## config.mk

```make
export PLATFORM = sky130hd
export DESIGN_NAME = darkriscv_instr_monitor_flat
export DESIGN_NICKNAME = d
export VERILOG_FILES = /design/src/rtl/darkriscv_instr_monitor_if.sv /design/src/rtl/darkriscv_instr_monitor.sv /design/src/flat_wrapper.sv
export SDC_FILE = /design/constraint.sdc
export NUM_CORES = 1
export LEC_CHECK = 0
export BUFFER_PORTS_ARGS = -buffer_cell sky130_fd_sc_hd__buf_2
export CAP_MARGIN = 40
export CORE_ASPECT_RATIO = 2
export CORE_MARGIN = 5
export CORE_UTILIZATION = 45
export CTS_CLUSTER_DIAMETER = 80
export DETAILED_ROUTE_END_ITERATION = 10
export PLACE_DENSITY_LB_ADDON = 0.3
export RECOVER_POWER = 25
export SETUP_SLACK_MARGIN = 0.1
export SYNTH_ARGS = -nofsm -noshare
export SYNTH_HDL_FRONTEND = slang
export SYNTH_SLANG_ARGS = --single-unit
```

## constraint.sdc

```tcl
create_clock -name CLK -period 6.25 [get_ports CLK]
set_input_delay 0.625 -clock CLK [delete_from_list [all_inputs] [get_ports CLK]]
set_output_delay 0.625 -clock CLK [all_outputs]
set_load 0.02 [all_outputs]
```

## src/rtl/darkriscv_instr_monitor_if.sv

```systemverilog
// darkriscv_instr_monitor_if
//   Groups the core-side observation signals and the monitor readout
//   signals for darkriscv_instr_monitor.
//
//   Core side (observed):  HLT, IDATA, IADDR, RD, WR, TPTR
//   Control / select:      CLR, SEL, TSEL
//   Readout:               CNT, TCNT, ERR, ERR_ADDR, IRQ
//
//   master : the environment (core plus host) driving observations and selects
//   slave  : the monitor, which produces the readout
interface darkriscv_instr_monitor_if #(
  parameter int THREADS = 1,
  parameter int CNT_W   = 16
);
  localparam int TW = (THREADS > 1) ? $clog2(THREADS) : 1;

  logic             HLT;
  logic [31:0]      IDATA;
  logic [31:0]      IADDR;
  logic             RD;
  logic             WR;
  logic [TW-1:0]    TPTR;
  logic             CLR;
  logic [3:0]       SEL;
  logic [CNT_W-1:0] CNT;
  logic [TW-1:0]    TSEL;
  logic [CNT_W-1:0] TCNT;
  logic [3:0]       ERR;
  logic [31:0]      ERR_ADDR;
  logic             IRQ;

  modport master (
    output HLT, IDATA, IADDR, RD, WR, TPTR, CLR, SEL, TSEL,
    input  CNT, TCNT, ERR, ERR_ADDR, IRQ
  );

  modport slave (
    input  HLT, IDATA, IADDR, RD, WR, TPTR, CLR, SEL, TSEL,
    output CNT, TCNT, ERR, ERR_ADDR, IRQ
  );
endinterface

```

## src/rtl/darkriscv_instr_monitor.sv

```systemverilog
// darkriscv_instr_monitor
//   Passive run-time monitor for the darkriscv core. Decodes every issued
//   instruction into one of ten opcode classes, keeps saturating per-class
//   and per-thread counters, and raises sticky protocol-error flags with
//   capture of the instruction address of the first error plus a one-cycle
//   interrupt pulse.
//
//   Ports:
//     CLK  - clock, all state updates on the rising edge
//     RES  - synchronous active-high reset
//     bus  - darkriscv_instr_monitor_if.slave
//            inputs : HLT, IDATA, IADDR, RD, WR, TPTR, CLR, SEL, TSEL
//            outputs: CNT (class counter SEL), TCNT (thread counter TSEL),
//                     ERR (sticky flags), ERR_ADDR, IRQ
//
//   Error flags: [0] illegal instruction issued, [1] RD and WR together,
//                [2] HLT held longer than HLT_MAX cycles, [3] counter overflow.
module darkriscv_instr_monitor #(
  parameter int CNT_W   = 16,
  parameter int THREADS = 1,
  parameter int HLT_MAX = 15
) (
  input  logic                       CLK,
  input  logic                       RES,
  darkriscv_instr_monitor_if.slave   bus
);

  localparam int             TW      = (THREADS > 1) ? $clog2(THREADS) : 1;
  localparam int             TN      = 1 << TW;
  localparam logic [7:0]     HLT_LIM = 8'(HLT_MAX);
  localparam logic [TW:0]    THR_NUM = (TW+1)'(THREADS);
  localparam logic [3:0]     CLS_ILL = 4'd9;

  typedef enum logic {CLEAN, FAULT} state_t;

  state_t           state, state_nxt;
  logic [CNT_W-1:0] cls_cnt [0:9];
  logic [CNT_W-1:0] thr_cnt [0:TN-1];
  logic [7:0]       hlt_run;
  logic [3:0]       err_q;
  logic [31:0]      err_addr_q;
  logic             irq_q;

  logic [3:0]       cls;
  logic [6:0]       opc;
  logic [2:0]       f3;
  logic [6:0]       f7;
  logic             issue;
  logic             thr_ok;
  logic             cls_full;
  logic             thr_full;
  logic             first_err;
  logic [3:0]       err_cond;
  logic [CNT_W-1:0] cnt_mux;
  logic [CNT_W-1:0] tcnt_mux;
  logic             unused_idata;

  assign opc          = bus.IDATA[6:0];
  assign f3           = bus.IDATA[14:12];
  assign f7           = bus.IDATA[31:25];
  assign unused_idata = ^{bus.IDATA[24:15], bus.IDATA[11:7]};

  assign issue    = !RES && !bus.HLT;
  // Thread pointers beyond THREADS (non power-of-two configs) are not counted.
  assign thr_ok   = ({1'b0, bus.TPTR} < THR_NUM);
  assign cls_full = (cls_cnt[cls] == {CNT_W{1'b1}});
  assign thr_full = thr_ok && (thr_cnt[bus.TPTR] == {CNT_W{1'b1}});

  // Opcode class decode; anything not recognised falls into ILLEGAL.
  always_comb begin
    cls = CLS_ILL;
    case (opc)
      7'b0110111: cls = 4'd0;
      7'b0010111: cls = 4'd1;
      7'b1101111: cls = 4'd2;
      7'b1100111: if (f3 == 3'd0) cls = 4'd3;
      7'b1100011: if (f3 != 3'd2 && f3 != 3'd3) cls = 4'd4;
      7'b0000011: if (f3 == 3'd0 || f3 == 3'd1 || f3 == 3'd2 ||
                      f3 == 3'd4 || f3 == 3'd5) cls = 4'd5;
      7'b0100011: if (f3 <= 3'd2) cls = 4'd6;
      7'b0010011: begin
        // Only the shift-immediates constrain funct7.
        if (f3 == 3'd1)      begin if (f7 == 7'h00) cls = 4'd7; end
        else if (f3 == 3'd5) begin if (f7 == 7'h00 || f7 == 7'h20) cls = 4'd7; end
        else                 cls = 4'd7;
      end
      7'b0110011: if (f7 == 7'h00 ||
                      (f7 == 7'h20 && (f3 == 3'd0 || f3 == 3'd5))) cls = 4'd8;
      default: cls = CLS_ILL;
    endcase
  end

  // Raw error conditions for this cycle; RES masks all of them.
  always_comb begin
    err_cond    = 4'b0000;
    err_cond[0] = issue && (cls == CLS_ILL);
    err_cond[1] = !RES && bus.RD && bus.WR;
    err_cond[2] = !RES && bus.HLT && (hlt_run == HLT_LIM);
    err_cond[3] = issue && (cls_full || thr_full);
  end

  // Error FSM next state: the CLEAN->FAULT transition is the first error,
  // which is what captures the address and fires the interrupt.
  always_comb begin
    state_nxt = state;
    first_err = 1'b0;
    if (bus.CLR) begin
      state_nxt = CLEAN;
    end else if (state == CLEAN && (|err_cond)) begin
      state_nxt = FAULT;
      first_err = 1'b1;
    end
  end

  // Error FSM state register.
  always_ff @(posedge CLK) begin
    if (RES) state <= CLEAN;
    else     state <= state_nxt;
  end

  // Sticky flags, first-error address and the one-cycle interrupt.
  always_ff @(posedge CLK) begin
    if (RES || bus.CLR) begin
      err_q      <= 4'b0000;
      err_addr_q <= 32'h0;
      irq_q      <= 1'b0;
    end else begin
      err_q <= err_q | err_cond;
      irq_q <= first_err;
      if (first_err) err_addr_q <= bus.IADDR;
    end
  end

  // Consecutive-halt counter feeding the watchdog, saturating at 255.
  always_ff @(posedge CLK) begin
    if (RES || bus.CLR) begin
      hlt_run <= 8'd0;
    end else if (bus.HLT) begin
      if (hlt_run != 8'hFF) hlt_run <= hlt_run + 8'd1;
    end else begin
      hlt_run <= 8'd0;
    end
  end

  // Class and thread counters; a full counter holds rather than wrapping.
  always_ff @(posedge CLK) begin
    if (RES || bus.CLR) begin
      for (int i = 0; i < 10; i++) cls_cnt[i] <= '0;
      for (int j = 0; j < TN; j++) thr_cnt[j] <= '0;
    end else if (issue) begin
      if (!cls_full) cls_cnt[cls] <= cls_cnt[cls] + CNT_W'(1);
      if (thr_ok && !thr_full) thr_cnt[bus.TPTR] <= thr_cnt[bus.TPTR] + CNT_W'(1);
    end
  end

  // Readout muxes; out-of-range selects read zero.
  always_comb begin
    cnt_mux  = '0;
    tcnt_mux = '0;
    if (bus.SEL <= CLS_ILL) cnt_mux = cls_cnt[bus.SEL];
    if ({1'b0, bus.TSEL} < THR_NUM) tcnt_mux = thr_cnt[bus.TSEL];
  end

  assign bus.CNT      = cnt_mux;
  assign bus.TCNT     = tcnt_mux;
  assign bus.ERR      = err_q;
  assign bus.ERR_ADDR = err_addr_q;
  assign bus.IRQ      = irq_q;

endmodule

```

## src/flat_wrapper.sv

```systemverilog
// flat-port wrapper written by rule: the top's interface ports become plain ports
module darkriscv_instr_monitor_flat 
#(
  parameter int CNT_W   = 16,
  parameter int THREADS = 1,
  parameter int HLT_MAX = 15
)
  (CLK, RES, bus_HLT, bus_IDATA, bus_IADDR, bus_RD, bus_WR, bus_TPTR, bus_CLR, bus_SEL, bus_TSEL, bus_CNT, bus_TCNT, bus_ERR, bus_ERR_ADDR, bus_IRQ);
  darkriscv_instr_monitor_if #(.THREADS(THREADS), .CNT_W(CNT_W)) bus_i ();
  input  logic CLK;
  input  logic RES;
  input wire logic [$bits(bus_i.HLT)-1:0] bus_HLT;
  input wire logic [$bits(bus_i.IDATA)-1:0] bus_IDATA;
  input wire logic [$bits(bus_i.IADDR)-1:0] bus_IADDR;
  input wire logic [$bits(bus_i.RD)-1:0] bus_RD;
  input wire logic [$bits(bus_i.WR)-1:0] bus_WR;
  input wire logic [$bits(bus_i.TPTR)-1:0] bus_TPTR;
  input wire logic [$bits(bus_i.CLR)-1:0] bus_CLR;
  input wire logic [$bits(bus_i.SEL)-1:0] bus_SEL;
  input wire logic [$bits(bus_i.TSEL)-1:0] bus_TSEL;
  output wire logic [$bits(bus_i.CNT)-1:0] bus_CNT;
  output wire logic [$bits(bus_i.TCNT)-1:0] bus_TCNT;
  output wire logic [$bits(bus_i.ERR)-1:0] bus_ERR;
  output wire logic [$bits(bus_i.ERR_ADDR)-1:0] bus_ERR_ADDR;
  output wire logic [$bits(bus_i.IRQ)-1:0] bus_IRQ;
  assign bus_i.HLT = bus_HLT;
  assign bus_i.IDATA = bus_IDATA;
  assign bus_i.IADDR = bus_IADDR;
  assign bus_i.RD = bus_RD;
  assign bus_i.WR = bus_WR;
  assign bus_i.TPTR = bus_TPTR;
  assign bus_i.CLR = bus_CLR;
  assign bus_i.SEL = bus_SEL;
  assign bus_i.TSEL = bus_TSEL;
  assign bus_CNT = bus_i.CNT;
  assign bus_TCNT = bus_i.TCNT;
  assign bus_ERR = bus_i.ERR;
  assign bus_ERR_ADDR = bus_i.ERR_ADDR;
  assign bus_IRQ = bus_i.IRQ;
  darkriscv_instr_monitor #(.CNT_W(CNT_W), .THREADS(THREADS), .HLT_MAX(HLT_MAX)) u_core (.CLK(CLK), .RES(RES), .bus(bus_i));
endmodule
```

==> results of run 1 <==
## synth_stat cells (all sizes together) (10+ instances only)
master	instances
a21oi	29
nand3	32
clkbuf	30
a22oi	14
nand4	10
nor3	11
edfxtp	220
buf	45
a221oi	17
mux4	32
mux2	22
nand2	138
nor2	201
o21ai	20
dfxtp	46
nand2b	36
nor2b	21
mux2i	108
xnor2	15
xor2	14
inv	24
## registers in the layout, indices dropped and copies added, names as in the netlist
name and cells:
u_core.bus.ERR 4, u_core.bus.IRQ 1, u_core.thr_cnt 32, u_core.cls_cnt 188
u_core.bus.ERR_ADDR 32, u_core.state 1, u_core.hlt_run 8
## cell families after synthesis
| kind of cell | after synthesis | share of synthesized area |
|---|---|---|
| AOI/OAI and AO/OA | 145 | 0.0775 |
| adders and majority gates | 3 | 0.00270 |
| other | 1 | 0.000270 |
| and+or+nand+nor | 494 | 0.173 |
| muxes | 162 | 0.148 |
| buffers and inverters | 99 | 0.0384 |
| DFF | 266 | 0.542 |
| xor gates and xnor gates | 29 | 0.0188 |
## worst paths after layout
| check | end | from | cells after the start |
|---|---|---|---|
| max | u_core.cls_cnt[8][12] | bus_IDATA[14] | 16 |
| min | u_core.bus.ERR_ADDR[31] | bus_IADDR[31] | 3 |
| max reg2reg | u_core.bus.ERR_ADDR[2] | u_core.thr_cnt[0][1] | 14 |
| min reg2reg | u_core.bus.ERR[3] | u_core.bus.ERR[3] | 2 |
## power breakdown
part / internal (mW) / switching [mW]
sequential: 2.00 / 0.0420
clock: 0.883 / 0.660
combinational: 0.153 / 0.271
total: 3.03 / 0.973
## area by class of cell
type	instances	area [um^2]
tap	372	465
clock buffer	32	672
timing repair buffer	181	977
multi-input combinational	877	6000
fill	2741	14700
clock inverter	13	143
sequential	266	7530
inverter	24	90.1
## layout by cell type (no fill, tap or decap), types with 36 or more instances in the layout
master,count
sky130_fd_sc_hd__mux2i_1,108
sky130_fd_sc_hd__buf_4,45
sky130_fd_sc_hd__edfxtp_1,220
sky130_fd_sc_hd__dfxtp_1,46
sky130_fd_sc_hd__nor2_1,199
sky130_fd_sc_hd__clkbuf_1,79
sky130_fd_sc_hd__conb_1,44
sky130_fd_sc_hd__nand2_1,132
sky130_fd_sc_hd__buf_2,58
sky130_fd_sc_hd__nand2b_1,36
## stage by stage
stage	hold WS (ns)	setup WS, ns
after floorplan	0.479	1.30
after global placement	0.438	0.836
after detailed placement	0.439	0.763
after CTS	0.336	1.30
after global routing	0.345	0.730
final	0.353	0.899
## layer usage
metal	track usage	up-vias	wire length (um)	part of all wire
met3	0.0328	100	2780	0.072
met4	0.0824	0	1470	0.038
li1	-	4702	-	-
met5	0	-	0	0
met2	0.390	441	20000	0.52
met1	0.267	5114	14400	0.37
## worst reg2reg max path, stage by stage (launching register included)
cell,delay (ns)
sky130_fd_sc_hd__edfxtp_1,0.34
sky130_fd_sc_hd__mux2i_1,0.07
sky130_fd_sc_hd__inv_1,0.11
sky130_fd_sc_hd__ha_1,0.19
sky130_fd_sc_hd__a21boi_0,0.30
sky130_fd_sc_hd__and2_0,0.30
sky130_fd_sc_hd__nand4_1,0.22
sky130_fd_sc_hd__or4_1,0.63
sky130_fd_sc_hd__nor2_1,0.20
sky130_fd_sc_hd__nor2_1,0.07
sky130_fd_sc_hd__nor2_1,0.15
sky130_fd_sc_hd__o31ai_1,0.13
sky130_fd_sc_hd__nand2_2,0.07
sky130_fd_sc_hd__buf_4,0.46
sky130_fd_sc_hd__mux2i_1,0.28
==> summary.log, run 1 <==
INFO  run_status     outcome=finished with violations
INFO  run_status     failed_checks=max-capacitance violations, max-slew violations
INFO  sta            fin_crit_sh=0.856
INFO  detailed_routing routed_wl=38700um
INFO  logic_synthesis netlist.top_cell.by_area=sky130_fd_sc_hd__edfxtp_1
INFO  power_and_ir_drop total_power=4.01mW
INFO  worst_setup_path timing.reg2reg.setup_slack=2.67ns
INFO  cells_and_area final_layout_size_suffix_gt1_frac=0.167
INFO  placement      dp_hpwl=26400um
INFO  hold_path      type_of_the_worst_min_delay_path=input pin to flop
INFO  detailed_routing wl_per_cell=21.9um
INFO  global_routing total_gr_overflow=0
INFO  cts            clock_latency=0.54ns
INFO  placement      dp.cells=1720
INFO  die            initial_utilization=0.453
INFO  logic_synthesis ys_top_cells_by_area=sky130_fd_sc_hd__edfxtp_1, sky130_fd_sc_hd__mux2i_1, sky130_fd_sc_hd__dfxtp_1
INFO  die            core=0.0306mm^2
INFO  job            max_cap_violations=2
INFO  worst_setup_path cp_slowest_cell=sky130_fd_sc_hd__or3_1
INFO  power_and_ir_drop power_density=252mW/mm^2
INFO  sta            relSlewSlack=-0.357
INFO  detailed_routing drt.antenna.violating_nets=0
INFO  global_routing grt_pass1_wl=59600um
INFO  sta            hold_viol=0
INFO  worst_setup_path crit_family=simple AND/OR/NAND/NOR gates
INFO  logic_synthesis yosysUniqueCellTypes=87
INFO  cts            tritoncts.num_buffers=25
INFO  cts            cts_resized=0
INFO  logic_synthesis synth_top_flop_cell=sky130_fd_sc_hd__edfxtp_1
INFO  worst_setup_path crit_path_required_time=6.45ns
INFO  die            die_width=134um
INFO  logic_synthesis synth.cell_area=0.0139mm^2
INFO  global_routing maximum_number_of_pins_on_one_net_before_global_route_repair=73
INFO  sta            final_period_minus_worst_setup_slack=5.35ns
INFO  detailed_routing num_vias=10400
INFO  die            boundaryPins=145
INFO  cells_and_area final_nets=1454
INFO  detailed_routing drt-pass1-iter-count=7
INFO  sta            timing.final.max_slew_violations=59
INFO  sta            rsz0062_at_grt=no
INFO  die            die_h=258um
INFO  power_and_ir_drop cellLeakagePower=5.66nW
INFO  global_routing grt_pass1_vias=10800
INFO  worst_setup_path end_kind=flop
INFO  placement      dpl_cell_area=0.0152mm^2
INFO  cells_and_area area_delta_synth_final=14.4%
INFO  logic_synthesis postSynthCellCount=1199
INFO  cts            clkSinkCount=266
INFO  placement      routabilityCongestion=0.914
INFO  cells_and_area finish.instance_area=0.0159mm^2
INFO  worst_setup_path crit_arrival=5.55ns
INFO  cts            clk_path_buf_depth=3
INFO  detailed_routing drt-vias-per-instance=5.87
INFO  die            floorplan.rows=91
INFO  worst_setup_path timing.setup.critical_path_class=input pin to flop
INFO  cells_and_area final_util=0.518
INFO  power_and_ir_drop ir_worst_vdd=236uV
INFO  sta            max_freq=0.187GHz
INFO  worst_setup_path critical-path-max-stage-delay=0.70ns
INFO  logic_synthesis post_synth.cell_area_avg=11.6um^2
INFO  cts            cts_root_buffer=sky130_fd_sc_hd__clkbuf_16
INFO  logic_synthesis synth-warning-count=0
INFO  sta            clock_skew=0.0249ns
INFO  global_routing antenna_found_initial=1
INFO  cts            cts-htree-levels=1
INFO  worst_setup_path path_max_fanout=17
INFO  cts            cts_setup_buffers=0
INFO  sta            timing.final.setup_violations=0
INFO  sta            final.setup.tns=0ns
INFO  worst_setup_path startpoint_type=input pin
INFO  cts            clk_pin_slew_worst_paths=0.06ns
INFO  global_routing grt.total_usage=0.219
INFO  sta            worst-slew-pin-transition=2.04ns
INFO  logic_synthesis yosys_register_bits=266
INFO  logic_synthesis synth_edf_count=220
INFO  worst_setup_path worstPathCellList=clkbuf_1, nand2b_1, a311oi_1, nor4b_1, or3_1, clkbuf_1, o211ai_1, o2111ai_1, nand2_1, ha_1, o41a_1, nand4bb_2, o31a_1, nand3_4, nand2_1, buf_4
INFO  logic_synthesis post-synth-top-area-fraction=0.476
INFO  die            die_area=0.0347mm^2
INFO  logic_synthesis asyncSetResetFlopFracSynth=0
INFO  detailed_routing drt-initial-drc-count=892
INFO  cts            ctsHoldBuffers=0
INFO  placement      io_buffer_count=129
INFO  logic_synthesis ys_seq_area_frac=0.542
INFO  cts            cts_tree=built
INFO  worst_setup_path critical_path_buf_inv_count=3
INFO  cells_and_area diodes=0
INFO  detailed_routing remaining_drc_errors=0
INFO  cells_and_area final_cells=1765
No activity file was read; power rests on OpenSTA's default activity.
==> run 2: changes to the inputs <==
Settings changed: ABC_AREA set to 0, GPL_TIMING_DRIVEN set to 0.
==> run 2 against run 1 <==
  * The run now ends clean
  * Combinational power increased by 3%
  * Sequential cell count stayed put
  * Clock power fell by 5%
  * Final area up 0.77%
  * Worst setup slack lost 0.58 ns
  * Wire length rose by 4.6%
  * Maximum frequency is 9.8% lower
  * Cell count rose by 1.8%
  * Sequential power is essentially flat
  * Clock-buffer cell count rose by 1
  * Critical path type unchanged
==> summary.log, run 2 (synthesis results as in run 1) <==
INFO  cells_and_area final_nets=1485 [+2.1%]
INFO  worst_setup_path timing.critical_path.mode_cell=sky130_fd_sc_hd__buf_4
INFO  cts            cts_tree=built
INFO  worst_setup_path startpoint_type=input pin
INFO  detailed_routing drt-initial-drc-count=1026 [+15%]
INFO  hold_path      hold_start=bus_IADDR[29]
INFO  power_and_ir_drop cellLeakagePower=5.72nW [+1.1%]
INFO  placement      io_buffer_count=125 [-3.1%]
INFO  worst_setup_path critical-path-max-stage-delay=0.70ns [about the same]
INFO  global_routing total_gr_overflow=0 [unchanged]
INFO  placement      dp_hpwl=29700um [+13%]
INFO  sta            worst-slew-pin-transition=0.956ns [-1.08 ns]
INFO  worst_setup_path end_kind=flop
INFO  worst_setup_path timing.rr.start=u_core.cls_cnt[3][0]
INFO  cts            clk_path_buf_depth=3 [unchanged]
INFO  die            die_width=134um [unchanged]
INFO  sta            hold_ws=0.351ns [-0.00228 ns]
INFO  cells_and_area multi_input_area=0.00600mm^2 [unchanged]
INFO  cells_and_area final_layout_size_suffix_gt1_frac=0.161 [-0.00645]
INFO  cells_and_area diodes=0 [unchanged]
INFO  cts            clock_latency=0.55ns [about the same]
INFO  sta            fin_crit_sh=0.949 [+0.0933]
INFO  worst_setup_path crit_path_required_time=6.55ns [+0.10 ns]
INFO  global_routing grt.total_usage=0.227 [+0.00803]
INFO  worst_setup_path critical_path_buf_inv_count=6 [+3]
INFO  cts            ctsHoldBuffers=0 [unchanged]
INFO  cells_and_area seqCellArea=0.00753mm^2 [unchanged]
INFO  job            max_cap_violations=0 [-2]
INFO  sta            relSlewSlack=0.358 [+0.716]
INFO  global_routing grt_pass1_wl=60600um [+1.8%]
INFO  placement      routabilityCongestion=0.940 [+2.8%]
INFO  sta            rsz0062_at_grt=no
INFO  global_routing grt_pass1_vias=10600 [-2.0%]
INFO  cts            cts-htree-levels=1 [unchanged]
INFO  detailed_routing remaining_drc_errors=0 [unchanged]
INFO  cts            tritoncts.num_buffers=25 [unchanged]
INFO  global_routing antenna_found_initial=0 [-1]
INFO  power_and_ir_drop total_power=3.95mW [-1.4%]
INFO  cts            clkSinkCount=266 [unchanged]
INFO  cells_and_area final_util=0.522 [+0.00400]
INFO  worst_setup_path cp_slowest_cell=sky130_fd_sc_hd__o31ai_1
INFO  die            initial_utilization=0.453 [unchanged]
INFO  sta            hold_viol=0 [unchanged]
INFO  die            core=0.0306mm^2 [unchanged]
INFO  cts            clk_pin_slew_worst_paths=0.07ns [about the same]
INFO  power_and_ir_drop power_density=247mW/mm^2 [-2.2%]
INFO  worst_setup_path worstReg2RegEnd=u_core.cls_cnt[2][10]
INFO  run_status     outcome=complete, no violations
INFO  die            floorplan.rows=91 [unchanged]
INFO  cells_and_area top_register=u_core.cls_cnt
INFO  detailed_routing wl_per_cell=22.5um [+2.8%]
INFO  worst_setup_path crit_family=compound AO/OA/AOI/OAI gates
INFO  global_routing maximum_number_of_pins_on_one_net_before_global_route_repair=21 [-71%]
INFO  worst_setup_path path_max_fanout=10 [-7]
INFO  sta            timing.final.setup_violations=0 [unchanged]
INFO  cells_and_area final_cell_mix=sky130_fd_sc_hd__edfxtp_1, sky130_fd_sc_hd__nor2_1, sky130_fd_sc_hd__nand2_1, sky130_fd_sc_hd__mux2i_1, sky130_fd_sc_hd__clkbuf_1
INFO  die            boundaryPins=145 [unchanged]
INFO  cells_and_area largest_register_ff_count=188 [unchanged]
INFO  cells_and_area most_common_library_cell_in_the_layout_ignoring_fill_and_taps=sky130_fd_sc_hd__edfxtp_1
INFO  cells_and_area area_delta_synth_final=15.2%
INFO  detailed_routing num_vias=10600 [+2.5%]
INFO  cts            cts_setup_buffers=0 [unchanged]
INFO  detailed_routing drt-vias-per-instance=5.91 [+0.69%]
INFO  sta            final_period_minus_worst_setup_slack=5.93ns [+0.583 ns]
INFO  hold_path      hold_crit_depth=3 [unchanged]
INFO  sta            max_freq=0.169GHz [-9.8%]
INFO  worst_setup_path timing.setup.critical_path_class=input pin to flop
INFO  hold_path      hold_crit_endpoint=u_core.bus.ERR_ADDR[29]
INFO  worst_setup_path worstPathCellList=clkbuf_1, nor4_4, a2111oi_0, o31ai_1, nand3_1, buf_4, buf_2, mux2_2, o221ai_1, o21ai_0, ha_1, o41a_1, nand4bb_2, o31ai_4, or3_1, buf_4, buf_4, nand2_1, buf_8
INFO  power_and_ir_drop ir_worst_vdd=217uV [-8.1%]
INFO  cts            cts_root_buffer=sky130_fd_sc_hd__clkbuf_16
INFO  hold_path      type_of_the_worst_min_delay_path=input pin to flop
INFO  cells_and_area fillCellCount=2751 [+0.36%]
INFO  worst_setup_path crit_arrival=6.23ns [+0.68 ns]
INFO  detailed_routing drt.antenna.violating_nets=0 [unchanged]
INFO  die            die_h=258um [unchanged]
INFO  die            die_area=0.0347mm^2 [unchanged]
INFO  worst_setup_path rr_worst_depth=13 [-1]
INFO  detailed_routing drt-pass1-iter-count=7 [unchanged]
INFO  worst_setup_path timing.reg2reg.setup_slack=2.36ns [-0.31 ns]
INFO  sta            clock_skew=0.0200ns [-0.00492 ns]
INFO  sta            timing.final.max_slew_violations=0 [-100%]
INFO  detailed_routing routed_wl=40400um [+4.6%]
run 2: cell types whose count changed in the layout (fill, tap and decap cells not counted), moves of 4 or more:
cell                       delta
sky130_fd_sc_hd__buf_6        +8
sky130_fd_sc_hd__clkbuf_1    +26
sky130_fd_sc_hd__buf_2       +18
sky130_fd_sc_hd__buf_1        +4
sky130_fd_sc_hd__buf_4       -31
sky130_fd_sc_hd__buf_8        +6
run 2: through the flow:
stage / instance area, um^2 / std cells / TNS, ns / setup slack [ns]
2_1_floorplan: 14000 / 1242 / 0 / 1.30
3_3_place_gp: 15100 / 1739 / -52.13 / -1.41
3_5_place_dp: 15300 / 1751 / -14.28 / -0.202
4_1_cts: 16100 / 1796 / 0 / 0.369
5_1_grt: 16000 / 1796 / 0 / 0.209
6_report: 16000 / 1796 / 0 / 0.316
run 2: what timing repair did:
item	4_1_cts	5_1_grt
gates resized for setup	0	1
endpoints found under the setup margin	0	16
endpoints found under the hold margin	0	0
run 2: how the worst max path moves through the flow:
| stage | start | end | slack (ns) | cells past startpoint |
|---|---|---|---|---|
| after floorplan | bus_IDATA[6] | u_core.cls_cnt[9][0] | 1.30 | 15 |
| after global placement | bus_IDATA[3] | u_core.cls_cnt[9][2] | -1.41 | 16 |
| after detailed placement | bus_IDATA[3] | u_core.cls_cnt[2][2] | -0.20 | 20 |
| after CTS | bus_IDATA[3] | u_core.cls_cnt[2][7] | 0.37 | 20 |
| after global routing | bus_IDATA[26] | u_core.cls_cnt[2][7] | 0.21 | 19 |
| final | bus_IDATA[26] | u_core.cls_cnt[2][10] | 0.32 | 19 |
run 2: worst reg2reg max path: cells and delay by family (launching register included):
family | cells | cell delay, ns
AOI/OAI and AO/OA | 5 | 1.43
adders and majority gates | 1 | 0.29
buffers and inverters | 4 | 0.80
DFF | 1 | 0.34
and+or+nand+nor | 3 | 0.79
run 2: routing by layer:
layer,global-route usage,vias up,share of wire
li1,-,4774,-
met3,0.0369,116,0.092
met2,0.385,522,0.50
met5,0,-,0
met1,0.285,5200,0.36
met4,0.102,0,0.048
run 2: final cells by class:
class / instances / area share
flip-flops and latches: 266 / 0.470
multi-input cells: 877 / 0.375
repair buffers: 137 / 0.0442
clock buffers: 33 / 0.0428
well taps: 372 / 0.0291
plain buffers: 75 / 0.0277
inverters: 24 / 0.00563
clock inverters: 12 / 0.00493
run 2: power by group:
part | internal [mW] | leakage (nW) | switching [mW]
logic | 0.156 | 2.54 | 0.280
clock network | 0.809 | 0.381 | 0.666
registers | 2.00 | 2.80 | 0.0423
